$ cat config.mk
export PLATFORM = sky130hd
export DESIGN_NAME = hazard_ctrl
export DESIGN_NICKNAME = d
export VERILOG_FILES = /design/src/rtl/hazard_ctrl.sv
export SDC_FILE = /design/constraint.sdc
export NUM_CORES = 1
export LEC_CHECK = 0
export CAP_MARGIN = 20
export CORE_MARGIN = 2
export CORE_UTILIZATION = 42
export DETAILED_ROUTE_END_ITERATION = 7
export PLACE_DENSITY = 0.79
export SETUP_SLACK_MARGIN = 0.3
export SYNTH_ARGS = -nofsm -noshare
export SYNTH_HDL_FRONTEND = slang
export SYNTH_SLANG_ARGS = --single-unit
$ cat constraint.sdc
create_clock -name clk -period 1.9 [get_ports clk]
set_input_delay 0.38 -clock clk [delete_from_list [all_inputs] [get_ports clk]]
set_output_delay 0.38 -clock clk [all_outputs]
set_load 0.01 [all_outputs]
$ cat src/rtl/hazard_ctrl.sv
// Pipeline hazard controller: tracks in-flight producer destinations, selects forwarded operands,
// and (with HAZARD_LOAD_USE_STALL_EN defined) inserts a one-cycle load-use stall.
module hazard_ctrl #(
    parameter  int DW    = 16,
    parameter  int AW    = 3,
    parameter  int DEPTH = 2,
    localparam int IW    = 4 + 4*AW
) (
    input  logic                clk,
    input  logic                rst,
    input  logic [IW-1:0]       instr,
    input  logic                instr_valid,
    input  logic                flush,
    input  logic [DEPTH*DW-1:0] stage_res,
    output logic                fwd_op1_sel,
    output logic                fwd_op2_sel,
    output logic [DW-1:0]       fwd_op1,
    output logic [DW-1:0]       fwd_op2,
    output logic                fwd_wdata_sel,
    output logic [DW-1:0]       fwd_wdata,
    output logic                stall
);

    // Handshake: instr is consumed on a rising edge only when instr_valid=1 and stall=0;
    // while stall=1 the ID stage must hold and re-present the same instr next cycle.

    logic [3:0]    opcode;
    logic [AW-1:0] rs, rt, rd;
    logic          unused_low_bits;

    assign opcode          = instr[IW-1 -: 4];
    assign rs              = instr[IW-5 -: AW];
    assign rt              = instr[IW-5-AW -: AW];
    assign rd              = instr[IW-5-2*AW -: AW];
    assign unused_low_bits = ^instr[AW-1:0];

    logic          use_rs;
    logic          use_rt_op2;
    logic          use_rt_wd;
    logic          has_dest;
    logic [AW-1:0] dest;

    always_comb begin
        use_rs     = 1'b0;
        use_rt_op2 = 1'b0;
        use_rt_wd  = 1'b0;
        has_dest   = 1'b0;
        dest       = '0;
        case (opcode)
            4'd0: begin
                use_rs     = 1'b1;
                use_rt_op2 = 1'b1;
                has_dest   = 1'b1;
                dest       = rd;
            end
            4'd1, 4'd3: begin
                use_rt_op2 = 1'b1;
                has_dest   = 1'b1;
                dest       = rs;
            end
            4'd4: begin
                use_rs   = 1'b1;
                has_dest = 1'b1;
                dest     = rt;
            end
            4'd5: begin
                use_rs    = 1'b1;
                use_rt_wd = 1'b1;
            end
            4'd6: begin
                use_rs     = 1'b1;
                use_rt_op2 = 1'b1;
            end
            default: begin
            end
        endcase
    end

    // Producer tracker: index 0 is stage 1 (youngest).
    logic [DEPTH-1:0] trk_valid;
    logic [AW-1:0]    trk_dest [DEPTH];

    // Returns {hit, data}; the lowest stage index that matches wins.
    function automatic logic [DW:0] lookup(input logic [AW-1:0] src);
        logic [DW:0] r;
        r = '0;
        for (int k = DEPTH-1; k >= 0; k--) begin
            if (trk_valid[k] && (trk_dest[k] == src) && (src != '0))
                r = {1'b1, stage_res[k*DW +: DW]};
        end
        return r;
    endfunction

    logic          stall_c;

`ifdef HAZARD_LOAD_USE_STALL_EN
    typedef enum logic {
        IDLE  = 1'b0,
        STALL = 1'b1
    } state_t;

    state_t           state;
    state_t           state_nxt;
    logic [DEPTH-1:0] trk_load;
    logic             dec_load;
    logic             load_use;

    assign dec_load = (opcode == 4'd4);

    // Only stage 1 can hold a load whose data is not yet available.
    assign load_use = instr_valid && trk_valid[0] && trk_load[0] &&
                      ((use_rs && (rs == trk_dest[0])) ||
                       ((use_rt_op2 || use_rt_wd) && (rt == trk_dest[0])));

    always_ff @(posedge clk) begin
        if (rst)
            state <= IDLE;
        else
            state <= state_nxt;
    end

    always_comb begin
        state_nxt = state;
        stall_c   = 1'b0;
        case (state)
            IDLE: begin
                if (load_use && !flush && !rst) begin
                    stall_c   = 1'b1;
                    state_nxt = STALL;
                end
            end
            STALL: begin
                state_nxt = IDLE;
            end
            default: begin
                state_nxt = IDLE;
            end
        endcase
    end

    always_ff @(posedge clk) begin
        if (rst || flush) begin
            trk_load <= '0;
        end else begin
            trk_load[0] <= dec_load && !stall_c;
            for (int k = 1; k < DEPTH; k++)
                trk_load[k] <= trk_load[k-1];
        end
    end
`else
    assign stall_c = 1'b0;
`endif

    assign stall = stall_c;

    logic          take;
    logic          new_valid;
    logic [DW:0]   op1_lk, op2_lk, wd_lk;
    logic          op1_sel_d, op2_sel_d, wd_sel_d;

    assign take      = instr_valid && !flush && !stall_c;
    assign new_valid = take && has_dest && (dest != '0);

    assign op1_lk    = lookup(rs);
    assign op2_lk    = lookup(rt);
    assign wd_lk     = op2_lk;

    assign op1_sel_d = take && use_rs     && op1_lk[DW];
    assign op2_sel_d = take && use_rt_op2 && op2_lk[DW];
    assign wd_sel_d  = take && use_rt_wd  && wd_lk[DW];

    always_ff @(posedge clk) begin
        if (rst || flush) begin
            trk_valid <= '0;
            for (int k = 0; k < DEPTH; k++)
                trk_dest[k] <= '0;
        end else begin
            trk_valid[0] <= new_valid;
            trk_dest[0]  <= dest;
            for (int k = 1; k < DEPTH; k++) begin
                trk_valid[k] <= trk_valid[k-1];
                trk_dest[k]  <= trk_dest[k-1];
            end
        end
    end

    // Data outputs are zeroed whenever the matching select is low.
    always_ff @(posedge clk) begin
        if (rst) begin
            fwd_op1_sel   <= 1'b0;
            fwd_op2_sel   <= 1'b0;
            fwd_wdata_sel <= 1'b0;
            fwd_op1       <= '0;
            fwd_op2       <= '0;
            fwd_wdata     <= '0;
        end else begin
            fwd_op1_sel   <= op1_sel_d;
            fwd_op2_sel   <= op2_sel_d;
            fwd_wdata_sel <= wd_sel_d;
            fwd_op1       <= op1_sel_d ? op1_lk[DW-1:0] : '0;
            fwd_op2       <= op2_sel_d ? op2_lk[DW-1:0] : '0;
            fwd_wdata     <= wd_sel_d  ? wd_lk[DW-1:0]  : '0;
        end
    end

endmodule

==> run metrics <==
Layout area overhead=80.2%; post-synthesis cell count=254; main combinational cell family by area after synthesis=compound AO/OA/AOI/OAI gates; Synth top area share=47.4%; CTS max path bufs=2; ANT nets after route=0; max-capacitance violation count=0; dpl hpwl=5850 um; setup violators final=0; die area=6570 um2; Routed WL=9160 um; initial antenna violation count=0; nets@finish=440; Hold Vio Cnt, Final=0; worst clock skew=0.0147 ns; Worst Setup Slack, final=0.203 ns; xor and xnor area share after synthesis=4.47%; Tcrit/Tclk final=89.3%; Tmin final=1.70 ns; CP delay by family, top=compound AO/OA/AOI/OAI gates; post-DR wirelength/cell=19.6 um; CP peak stage delay=0.34 ns; input/output buffers=99; CP max FO=8; largest area contributor in the netlist=dfxtp_1; Avg Synthesized Cell Area=9.81 um2; Initial Utilization=42.9%; number of DRC markers in iteration 0=190; post-DR vias/cell=5.84; GPL Wtd Cong=0.894; syn_nets=306; die width=81.0 um; CP Data Arrival Time=1.96 ns; global-route wire length before repair=12300 um; commonest cells after routing, fill and taps aside=63 x clkdlybuf4s50_1, 57 x dfxtp_1, 32 x nand3_1, 31 x buf_4, 30 x a211oi_2; CTS tree=yes; P_int=0.00215 W; sw power=0.000697 W; post-synthesis simple-gate area fraction=17.0%; Area contributors post-synth=dfxtp_1 47%, a211oi_1 14%, nand3_1 6.6%; crit path buf inv count=3; number of synthesized flops with an enable pin=0; site row count=28; Worst Path Required=2.16 ns; mapped cell area=2490 um2; Sink Count=59; crit path kind=reg2reg; CP max-delay cell=dfxtp_1; GRT Residual Overflow=0; type of origin of the critical path=flip-flop; via count=2734; number of global-route vias before repair=2572; power density cells=633 nW/um2; io pins=104; TritonCTS buffer count=9; adder-cell share of the synthesized area=0%; Hold-fix buffers, CTS=0; Placed Instances=442; Tot GR Track Use=25.1%; Core Area=5820 um2; Yosys warning total=0; antenna cells=0; largest net degree at the start of global routing=19; pre-CTS setup slack=-0.312 ns; clock power share=46.1%; max-slew violation count=0; Yosys reg bits=59; Reg power frac=43.6%; ys async rst share=0%; DRC=0; commonest non-fill, non-tap cell in the layout=clkdlybuf4s50_1; RSZ-0062 raised after global routing=yes; VDD IR max=0.433 mV; Comb pwr share=10.4%; Clock Pin Slew Worst Setup and Hold Paths=0.07 ns; clk root buf=clkbuf_8; switching share of total power=24.5%; Synth Area in Compound Gates=24.0%; H-tree levels=3; Leak=1.95 nW; layout cells sized above 1=30.0%; mux contribution to synthesized area=1.36%; register area share after synthesis=47.4%; non-filler cells in the finished layout=468; sequence of cells on the critical path=xnor2_1 > o2111a_2 > buf_4 > a22oi_4 > buf_12 > clkbuf_16 > a211oi_1; Post-synth top flop=dfxtp_1; worst min-delay path class=in2reg; worst-skew pair later-pin latency=0.36 ns; drt pass-1 iters=4; Die H=81.0 um; Worst setup EP type=flip-flop; Max Fclk=589 MHz; status=completed; Yosys cell types=37
==> Yosys cell counts (4+ instances only) <==
library cell and number:
nand3_1 33, and2_1 4, o21ai_0 16, xnor2_1 8, nand4_1 17, a211oi_1 48, buf_2 9, nor2_1 6
clkbuf_1 7, dfxtp_1 59, buf_4 6
==> through the flow <==
step / hold WS [ns] / power [W] / utilization, % / instance area, um2 / setup TNS, ns
2_1_floorplan: 0.457 / 0.00136 / - / 2500 / 0
3_3_place_gp: 0.510 / 0.00153 / 65.6 / 3810 / -10.15
3_5_place_dp: 0.512 / 0.00154 / 65.6 / 3810 / -12.20
4_1_cts: 0.433 / 0.00281 / 72.0 / 4190 / 0
5_1_grt: 0.453 / 0.00290 / 77.2 / 4490 / 0
6_report: 0.428 / 0.00284 / 77.2 / 4490 / 0
==> flip-flops by register name, indices dropped and copies added, names as in the netlist <==
register       flops
fwd_op1           16
fwd_op1_sel        1
fwd_op2           16
fwd_op2_sel        1
fwd_wdata         16
fwd_wdata_sel      1
trk_dest           6
trk_valid          2
==> final timing paths <==
path / end / cells after the start / startpoint / slack [ns]
min: trk_dest[0][2] / 3 / rst / 0.43
max: fwd_wdata[4] / 7 / trk_dest[0][3] / 0.20
min reg2reg: trk_dest[0][4] / 1 / trk_dest[0][1] / 0.53
max reg2reg: fwd_wdata[4] / 7 / trk_dest[0][3] / 0.20
==> worst min-delay path, stage by stage <==
cell,delay [ns]
dlygate4sd2_1,0.21
buf_4,0.11
nor3_1,0.04
==> power by group through the flow <==
| stage | combinational (W) | sequential (W) | clock, W |
|---|---|---|---|
| final | 0.000295 | 0.00124 | 0.00131 |
| after global routing | 0.000309 | 0.00124 | 0.00136 |
| after CTS | 0.000275 | 0.00124 | 0.00130 |
| after detailed placement | 0.000270 | 0.00127 | 0 |
| after global placement | 0.000263 | 0.00127 | 0 |
| after floorplan | 0.0000880 | 0.00127 | 0 |
==> routing by layer <==
metal,GRT usage (%),vias to the layer above,wire length (um)
met3,6.89,35,803
met1,26.4,1303,3330
li1,-,1240,-
met5,0,-,0
met2,45.9,156,4660
met4,12.0,0,374
==> what timing repair did <==
action,in CTS,in global routing
endpoints found under the hold margin,0,0
gates resized for setup,38,61
gates cloned,1,3
buffers inserted,2,4
pin swaps,5,10
endpoints found under the setup margin,55,65
==> cell type report <==
| class | instances | area, um2 |
|---|---|---|
| fillers | 386 | 1330 |
| inverters | 3 | 11.3 |
| repair buffers | 146 | 1560 |
| clock buffers | 9 | 124 |
| multi-input cells | 169 | 1410 |
| well taps | 75 | 93.8 |
| clock inverters | 7 | 100 |
| flip-flops and latches | 59 | 1190 |
==> logic make-up (layout without fill, tap and decap cells) <==
kind of cell              after synthesis  count (layout)
and+or+nand+nor                        75              75
DFF                                    59              59
other                                   1               1
buffers and inverters                  26             165
muxes                                   3               3
AOI/OAI and AO/OA                      79              79
xor gates and xnor gates               11              11
No activity file was read; power rests on OpenSTA's default activity.
